## src/rtl/cordic_pkg.sv

```systemverilog
// Shared definitions for the hyperbolic CORDIC engine.
//   mode_t      : ROTATE drives z to zero, VECTOR drives y to zero.
//   state_t     : engine control states (IDLE, RUN, DONE).
//   atanh_lut() : atanh(2^-k) rounded to ATANH_FRAC fractional bits, k = 1..40.
//   is_repeat() : true for the shift indices that hyperbolic CORDIC runs twice.
//   iter_count(): total micro-rotations for a given number of distinct shifts.
package cordic_pkg;

    typedef enum logic {
        ROTATE = 1'b0,
        VECTOR = 1'b1
    } mode_t;

    typedef enum logic [1:0] {
        IDLE = 2'd0,
        RUN  = 2'd1,
        DONE = 2'd2
    } state_t;

    // Width of the shift-index register; covers k = 0..63.
    localparam int KW = 6;

    // Fractional precision the angle table is written in.
    localparam int ATANH_FRAC = 12;

    // Indices that must be executed twice for hyperbolic convergence.
    localparam int REP_A = 4;
    localparam int REP_B = 13;
    localparam int REP_C = 40;

    // atanh(2^-k) * 2^12, rounded to nearest. From k = 14 upward the value
    // is below half an LSB and rounds to zero. k = 13 sits just above 0.5
    // LSB (atanh(t) > t) and therefore rounds up to 1.
    function automatic logic [15:0] atanh_lut(input logic [KW-1:0] k);
        case (k)
            6'd1:    return 16'd2250;
            6'd2:    return 16'd1046;
            6'd3:    return 16'd515;
            6'd4:    return 16'd256;
            6'd5:    return 16'd128;
            6'd6:    return 16'd64;
            6'd7:    return 16'd32;
            6'd8:    return 16'd16;
            6'd9:    return 16'd8;
            6'd10:   return 16'd4;
            6'd11:   return 16'd2;
            6'd12:   return 16'd1;
            6'd13:   return 16'd1;
            default: return 16'd0;
        endcase
    endfunction

    function automatic logic is_repeat(input logic [KW-1:0] k);
        return (k == KW'(REP_A)) || (k == KW'(REP_B)) || (k == KW'(REP_C));
    endfunction

    function automatic int iter_count(input int niter);
        int n;
        n = niter;
        if (niter >= REP_A) n = n + 1;
        if (niter >= REP_B) n = n + 1;
        if (niter >= REP_C) n = n + 1;
        return n;
    endfunction

endpackage

```

## src/rtl/cordic_hyp_stage.sv

```systemverilog
// Combinational single hyperbolic CORDIC micro-rotation.
//   x, y, z            : current state, two's complement, W bits
//   k                  : shift index for this iteration
//   mode               : ROTATE steers on sign of z, VECTOR on sign of y
//   x_next/y_next/z_next : rotated state
// The direction d is +1 when z >= 0 (rotate) or y < 0 (vector), else -1.
module cordic_hyp_stage
    import cordic_pkg::*;
#(
    parameter int W    = 18,
    parameter int FRAC = 12
) (
    input  logic signed [W-1:0]  x,
    input  logic signed [W-1:0]  y,
    input  logic signed [W-1:0]  z,
    input  logic        [KW-1:0] k,
    input  mode_t                mode,
    output logic signed [W-1:0]  x_next,
    output logic signed [W-1:0]  y_next,
    output logic signed [W-1:0]  z_next
);

    logic               d_pos;
    logic signed [W-1:0] x_sh;
    logic signed [W-1:0] y_sh;
    logic        [W-1:0] lut_w;
    logic signed [W-1:0] ang;

    assign d_pos = (mode == ROTATE) ? !z[W-1] : y[W-1];

    assign x_sh = x >>> k;
    assign y_sh = y >>> k;

    // Rescale the table from its native 12 fractional bits to FRAC.
    assign lut_w = W'(atanh_lut(k));
    assign ang   = (FRAC >= ATANH_FRAC) ? $signed(lut_w << (FRAC - ATANH_FRAC))
                                        : $signed(lut_w >> (ATANH_FRAC - FRAC));

    always_comb begin
        x_next = x;
        y_next = y;
        z_next = z;
        if (d_pos) begin
            x_next = x + y_sh;
            y_next = y + x_sh;
            z_next = z - ang;
        end else begin
            x_next = x - y_sh;
            y_next = y - x_sh;
            z_next = z + ang;
        end
    end

endmodule

```

## src/rtl/hyperbolic_cordic_engine.sv

```systemverilog
// Iterative hyperbolic CORDIC engine, one micro-rotation per clock.
//   clk, rst          : clock, synchronous active-high reset
//   iValid/oReady     : operand handshake (iX, iY, iZ, iMode, iBypass)
//   oValid/iReady     : result handshake (oX, oY, oZ, oSat)
//   dbg_state         : current control state for observation
//
// Handshake: a transfer happens on a rising edge where valid && ready are
// both high. oReady is high only in IDLE. Once oValid is high, oX/oY/oZ/oSat
// and oValid hold until the edge where iReady is high; oValid drops after it.
//
// Timing: the accept edge loads x/y/z; RUN performs ITER iterations, one per
// edge; the first edge in DONE clamps and registers the result and raises
// oValid. That gives ITER + 1 cycles from accept to oValid, and 1 cycle for
// bypass, which goes straight from IDLE to DONE.
module hyperbolic_cordic_engine
    import cordic_pkg::*;
#(
    parameter int DWIDTH = 16,
    parameter int FRAC   = 12,
    parameter int NITER  = 12,
    parameter int GUARD  = 2
) (
    input  logic              clk,
    input  logic              rst,
    input  logic              iValid,
    output logic              oReady,
    input  logic              iMode,
    input  logic              iBypass,
    input  logic [DWIDTH-1:0] iX,
    input  logic [DWIDTH-1:0] iY,
    input  logic [DWIDTH-1:0] iZ,
    output logic              oValid,
    input  logic              iReady,
    output logic [DWIDTH-1:0] oX,
    output logic [DWIDTH-1:0] oY,
    output logic [DWIDTH-1:0] oZ,
    output logic              oSat,
    output state_t            dbg_state
);

    localparam int W    = DWIDTH + GUARD;
    localparam int ITER = iter_count(NITER);
    localparam int CW   = $clog2(ITER + 1);

    localparam logic signed [W-1:0] SAT_MAX = W'((2 ** (DWIDTH - 1)) - 1);
    localparam logic signed [W-1:0] SAT_MIN = ~SAT_MAX;

    state_t              state;
    state_t              state_next;
    mode_t               mode_q;
    logic signed [W-1:0] x_q, y_q, z_q;
    logic signed [W-1:0] x_n, y_n, z_n;
    logic [KW-1:0]       k_q;
    logic                rep_q;     // second pass of a repeated index done
    logic [CW-1:0]       iter_q;
    logic                accept;
    logic                last_iter;
    logic [DWIDTH:0]     cx, cy, cz;

    // Returns {clipped, value} for one internal value.
    function automatic logic [DWIDTH:0] clamp(input logic signed [W-1:0] v);
        if (v > SAT_MAX)
            return {1'b1, SAT_MAX[DWIDTH-1:0]};
        else if (v < SAT_MIN)
            return {1'b1, SAT_MIN[DWIDTH-1:0]};
        else
            return {1'b0, v[DWIDTH-1:0]};
    endfunction

    assign oReady    = (state == IDLE);
    assign accept    = iValid && oReady;
    assign last_iter = (iter_q == CW'(ITER - 1));
    assign dbg_state = state;

    cordic_hyp_stage #(
        .W    (W),
        .FRAC (FRAC)
    ) u_stage (
        .x      (x_q),
        .y      (y_q),
        .z      (z_q),
        .k      (k_q),
        .mode   (mode_q),
        .x_next (x_n),
        .y_next (y_n),
        .z_next (z_n)
    );

    always_comb begin
        cx = clamp(x_q);
        cy = clamp(y_q);
        cz = clamp(z_q);
    end

    always_ff @(posedge clk) begin
        if (rst) state <= IDLE;
        else     state <= state_next;
    end

    always_comb begin
        state_next = state;
        case (state)
            IDLE:    if (accept)            state_next = iBypass ? DONE : RUN;
            RUN:     if (last_iter)         state_next = DONE;
            DONE:    if (oValid && iReady)  state_next = IDLE;
            default:                        state_next = IDLE;
        endcase
    end

    always_ff @(posedge clk) begin
        if (rst) begin
            x_q    <= '0;
            y_q    <= '0;
            z_q    <= '0;
            mode_q <= ROTATE;
            k_q    <= '0;
            rep_q  <= 1'b0;
            iter_q <= '0;
            oValid <= 1'b0;
            oX     <= '0;
            oY     <= '0;
            oZ     <= '0;
            oSat   <= 1'b0;
        end else begin
            case (state)
                IDLE: begin
                    if (accept) begin
                        x_q    <= {{GUARD{iX[DWIDTH-1]}}, iX};
                        y_q    <= {{GUARD{iY[DWIDTH-1]}}, iY};
                        z_q    <= {{GUARD{iZ[DWIDTH-1]}}, iZ};
                        mode_q <= mode_t'(iMode);
                        k_q    <= KW'(1);
                        rep_q  <= 1'b0;
                        iter_q <= '0;
                    end
                end
                RUN: begin
                    x_q    <= x_n;
                    y_q    <= y_n;
                    z_q    <= z_n;
                    iter_q <= iter_q + CW'(1);
                    // Hold k for one extra iteration on repeat indices.
                    if (is_repeat(k_q) && !rep_q) begin
                        rep_q <= 1'b1;
                    end else begin
                        k_q   <= k_q + KW'(1);
                        rep_q <= 1'b0;
                    end
                end
                DONE: begin
                    if (!oValid) begin
                        oX     <= cx[DWIDTH-1:0];
                        oY     <= cy[DWIDTH-1:0];
                        oZ     <= cz[DWIDTH-1:0];
                        oSat   <= cx[DWIDTH] | cy[DWIDTH] | cz[DWIDTH];
                        oValid <= 1'b1;
                    end else if (iReady) begin
                        oValid <= 1'b0;
                    end
                end
                default: ;
            endcase
        end
    end

endmodule
```

## config.mk

```make
export PLATFORM = sky130hd
export DESIGN_NAME = hyperbolic_cordic_engine
export DESIGN_NICKNAME = d
export VERILOG_FILES = /design/src/rtl/cordic_pkg.sv /design/src/rtl/cordic_hyp_stage.sv /design/src/rtl/hyperbolic_cordic_engine.sv
export SDC_FILE = /design/constraint.sdc
export NUM_CORES = 1
export LEC_CHECK = 0
export ABC_AREA = 1
export CELL_PAD_IN_SITES_DETAIL_PLACEMENT = 1
export CELL_PAD_IN_SITES_GLOBAL_PLACEMENT = 2
export CORE_ASPECT_RATIO = 0.7
export CORE_UTILIZATION = 34
export CTS_BUF_LIST = sky130_fd_sc_hd__clkbuf_16
export DETAILED_ROUTE_END_ITERATION = 10
export PLACE_DENSITY_LB_ADDON = 0.1
export SYNTH_ARGS = -nofsm -noshare
export SYNTH_HDL_FRONTEND = slang
export SYNTH_SLANG_ARGS = --single-unit
```

## constraint.sdc

```tcl
create_clock -name clk -period 5.9 [get_ports clk]
set_clock_uncertainty 0.1 [all_clocks]
set_input_delay 1.18 -clock clk [delete_from_list [all_inputs] [get_ports clk]]
set_output_delay 1.18 -clock clk [all_outputs]
set_load 0.005 [all_outputs]
```

==> results.py <==
metrics = {
    "setup_path": {
        "end_kind": "flip-flop",
        "crit_top_cell": "nand2_1",
        "r2r_cells": 31,
        "cp-startpoint": "k_q[0]",
        "critPathMaxFanout": 37,
        "cp_data_arrival_time_ns": 5.19,
        "cp.required_ns": 6.17,
        "cpMaxStageDelayCell": "inv_2",
        "r2r-start": "k_q[0]",
        "r2r-end": "x_q[17]",
        "endpoint": "x_q[17]",
        "cpPeakStageDelay_ns": 0.51,
        "critPathKind": "flip-flop to flip-flop",
        "regToRegSetupSlack_ns": 0.98,
        "cp-start-kind": "flip-flop",
    },
    "clocking": {
        "cts.htree.levels": 4,
        "cts_hold_buf": 0,
        "root_buffer": "clkbuf_16",
        "cts_made_buffers": 17,
        "post_cts_buffers": 0,
        "post_cts_resized": 0,
        "clock_latency_ns": 0.44,
        "cts_tree": "done",
        "cts.sinks": 130,
        "path_clk_slew_ns": 0.07,
        "cts_buffer_depth": 2,
    },
    "timing": {
        "rsz0062_at_grt": "false",
        "worst_slew_pin_slew_ns": 1.12,
        "min_period_over_period_pct": 83.4,
        "tns_ns": 0,
        "period_minus_slack_ns": 4.92,
        "setup_violations": 0,
        "fmax_mhz": 203,
        "slew_headroom_pct": 25.6,
        "drv_slew": 0,
        "hold_viol": 0,
    },
    "route": {
        "vias_per_cell": 5.41,
        "first_pass_iters": 5,
        "routed_wirelength_um": 44300,
        "drc": 0,
        "num_vias": 11700,
        "final_antenna_net_count": 0,
        "post_drt_wl_per_cell_um": 20.6,
        "drt-initial-drc-count": 1013,
    },
    "placed_design": {
        "hpwlAfterDp_um": 34500,
        "place_congestion": 0.897,
        "place_area_mm2": 0.0118,
        "portBuffers": 106,
    },
    "yosys": {
        "synth.net_count": 1778,
        "synth_area_leaders": "dfxtp_1 (25%), nand2_1 (16%), nand3_1 (8.2%)",
        "synth.most_common_cell": "nand2_1",
        "synth_edf_count": 0,
        "async_flop_share_pct": 0,
        "netlist-cell-type-count": 53,
        "synth_area_mm2": 0.0104,
        "synthFlopType": "dfxtp_1",
        "synth_top_area_share_pct": 24.9,
        "synth_seq_cells": 130,
        "ys_top_cells_by_count": "nand2_1 (454), nand3_1 (171), a21oi_1 (164), inv_1 (133), o21ai_0 (131)",
        "yosysWarnings": 0,
        "postSynthAreaPerCell_um2": 6.29,
        "seq_area_frac_synth_pct": 24.9,
        "synthCells": 1660,
        "yosys.area.top_type": "dfxtp_1",
    },
    "cells_and_area": {
        "stdcell_area_mm2": 0.0124,
        "multi_input_area_mm2": 0.00692,
        "regArea_mm2": 0.00260,
        "num_antenna_cells": 0,
        "syn2layout_area_growth_pct": 18.6,
        "nFillCells": 3992,
        "drive_above_1_share_pct": 6.65,
        "utilization_pct": 41.1,
        "fin_nets": 1849,
    },
    "worst_hold_path": {
        "hold_path_class": "flip-flop to flip-flop",
    },
    "floorplan": {
        "io_pins": 107,
        "core_mm2": 0.0301,
        "start_util_pct": 34.7,
        "fp.dieH_um": 149,
        "num_rows": 53,
        "die_area_mm2": 0.0314,
        "dieWidth_um": 211,
    },
    "grt": {
        "grt_max_degree": 73,
        "grt_first_pass_wirelength_um": 67600,
        "antenna_found_initial": 1,
        "grt_pass1_vias": 11300,
        "grt-ovfl-total": 0,
        "grt_usage_pct": 28.4,
    },
    "power_and_ir_drop": {
        "vdd_ir_drop_max_mv": 0.185,
        "p_per_area_mw_per_mm2": 336,
        "leakage_nw": 5.55,
        "power_w": 0.00416,
    },
    "run": {
        "max_cap_violations": 0,
    },
    "run_status": {
        "status": "finished, final reports clean",
    },
}
power breakdown:
group          total [W]  switching (W)  internal, W
clock network    0.00105       0.000492     0.000557
logic            0.00201        0.00129     0.000720
registers        0.00110       0.000131     0.000966
total            0.00416        0.00191      0.00224
registers in the layout, summed over array words and instances (netlist names), named ones only:
| name | cells |
|---|---|
| oZ | 16 |
| mode_q | 1 |
| z_q | 18 |
| x_q | 18 |
| rep_q | 1 |
| iter_q | 4 |
| k_q | 6 |
| y_q | 18 |
| oValid | 1 |
| oSat | 1 |
| oX | 16 |
| dbg_state | 2 |
| oY | 16 |
cell usage in the layout, fill, tap and decap left out, types with 3 or more instances in the layout:
cell type / Yosys / layout
nand2_1: 454 / 454
nor2_2: 13 / 12
nand4_1: 6 / 6
a211oi_1: 6 / 6
nor2_1: 103 / 102
a31oi_1: 18 / 18
nor3_1: 19 / 19
dfxtp_1: 130 / 130
clkbuf_16: 0 / 17
inv_1: 133 / 133
xor2_1: 44 / 44
fa_1: 3 / 3
o21a_1: 3 / 3
nor2_4: 3 / 5
inv_6: 0 / 5
clkinv_4: 0 / 4
inv_8: 0 / 3
o21ai_1: 13 / 13
nand3_1: 171 / 171
xnor2_1: 27 / 27
clkdlybuf4s50_1: 0 / 105
o21ai_0: 131 / 131
nand2_2: 12 / 12
buf_4: 9 / 22
a21o_1: 4 / 4
a21oi_1: 164 / 164
or2_2: 5 / 5
o211ai_1: 16 / 16
ha_1: 61 / 61
o31ai_1: 3 / 3
inv_2: 13 / 13
worst min-delay path by stage:
stage,startpoint,to,slack [ns],depth (start not counted)
4_1_cts,oZ[6],oZ[6],0.36,2
6_report,oX[13],oX[13],0.36,2
2_1_floorplan,iter_q[3],iter_q[3],0.33,1
5_1_grt,oX[15],oX[15],0.38,2
3_5_place_dp,oZ[6],oZ[6],0.35,2
3_3_place_gp,rep_q,rep_q,0.35,2
logic make-up after synthesis:
| family | Yosys count | share of synthesized area [%] |
|---|---|---|
| flip-flops | 130 | 24.9 |
| AND/OR/NAND/NOR | 798 | 32.7 |
| buffers and inverters | 223 | 8.91 |
| adder cells (fa/ha/maj) | 64 | 7.89 |
| AO/OA/AOI/OAI | 374 | 19.6 |
| XOR/XNOR | 71 | 5.96 |
per-layer routing:
metal | vias up | global-route usage [%] | routed length, um
met4 | 0 | 6.27 | 521
li1 | 5669 | - | -
met2 | 302 | 39.5 | 17500
met1 | 5669 | 44.9 | 23800
met5 | - | 0 | 0
met3 | 26 | 3.89 | 2540
critical path, delay by kind of cell (launching register included):
kind,cells,cell delay (ns)
AND/OR/NAND/NOR,18,2.39
buffers and inverters,7,1.03
AO/OA/AOI/OAI,4,0.54
adder cells (fa/ha/maj),2,0.47
flip-flops,1,0.32
final cells by class:
class / count / share of cell area, %
tap: 412 / 4.17
clock buffer: 17 / 3.44
sequential: 130 / 21.0
multi-input combinational: 1307 / 55.9
inverter: 147 / 4.48
timing repair buffer: 128 / 9.87
clock inverter: 15 / 1.14
stage by stage:
stage | setup WS [ns] | hold WS (ns) | std cells
after global placement | 1.22 | 0.353 | 2124
after CTS | 1.04 | 0.365 | 2156
after floorplan | 2.00 | 0.334 | 1660
final | 0.980 | 0.364 | 2156
after detailed placement | 1.10 | 0.355 | 2124
after global routing | 0.435 | 0.377 | 2156
(Power assumes the default switching activity.)
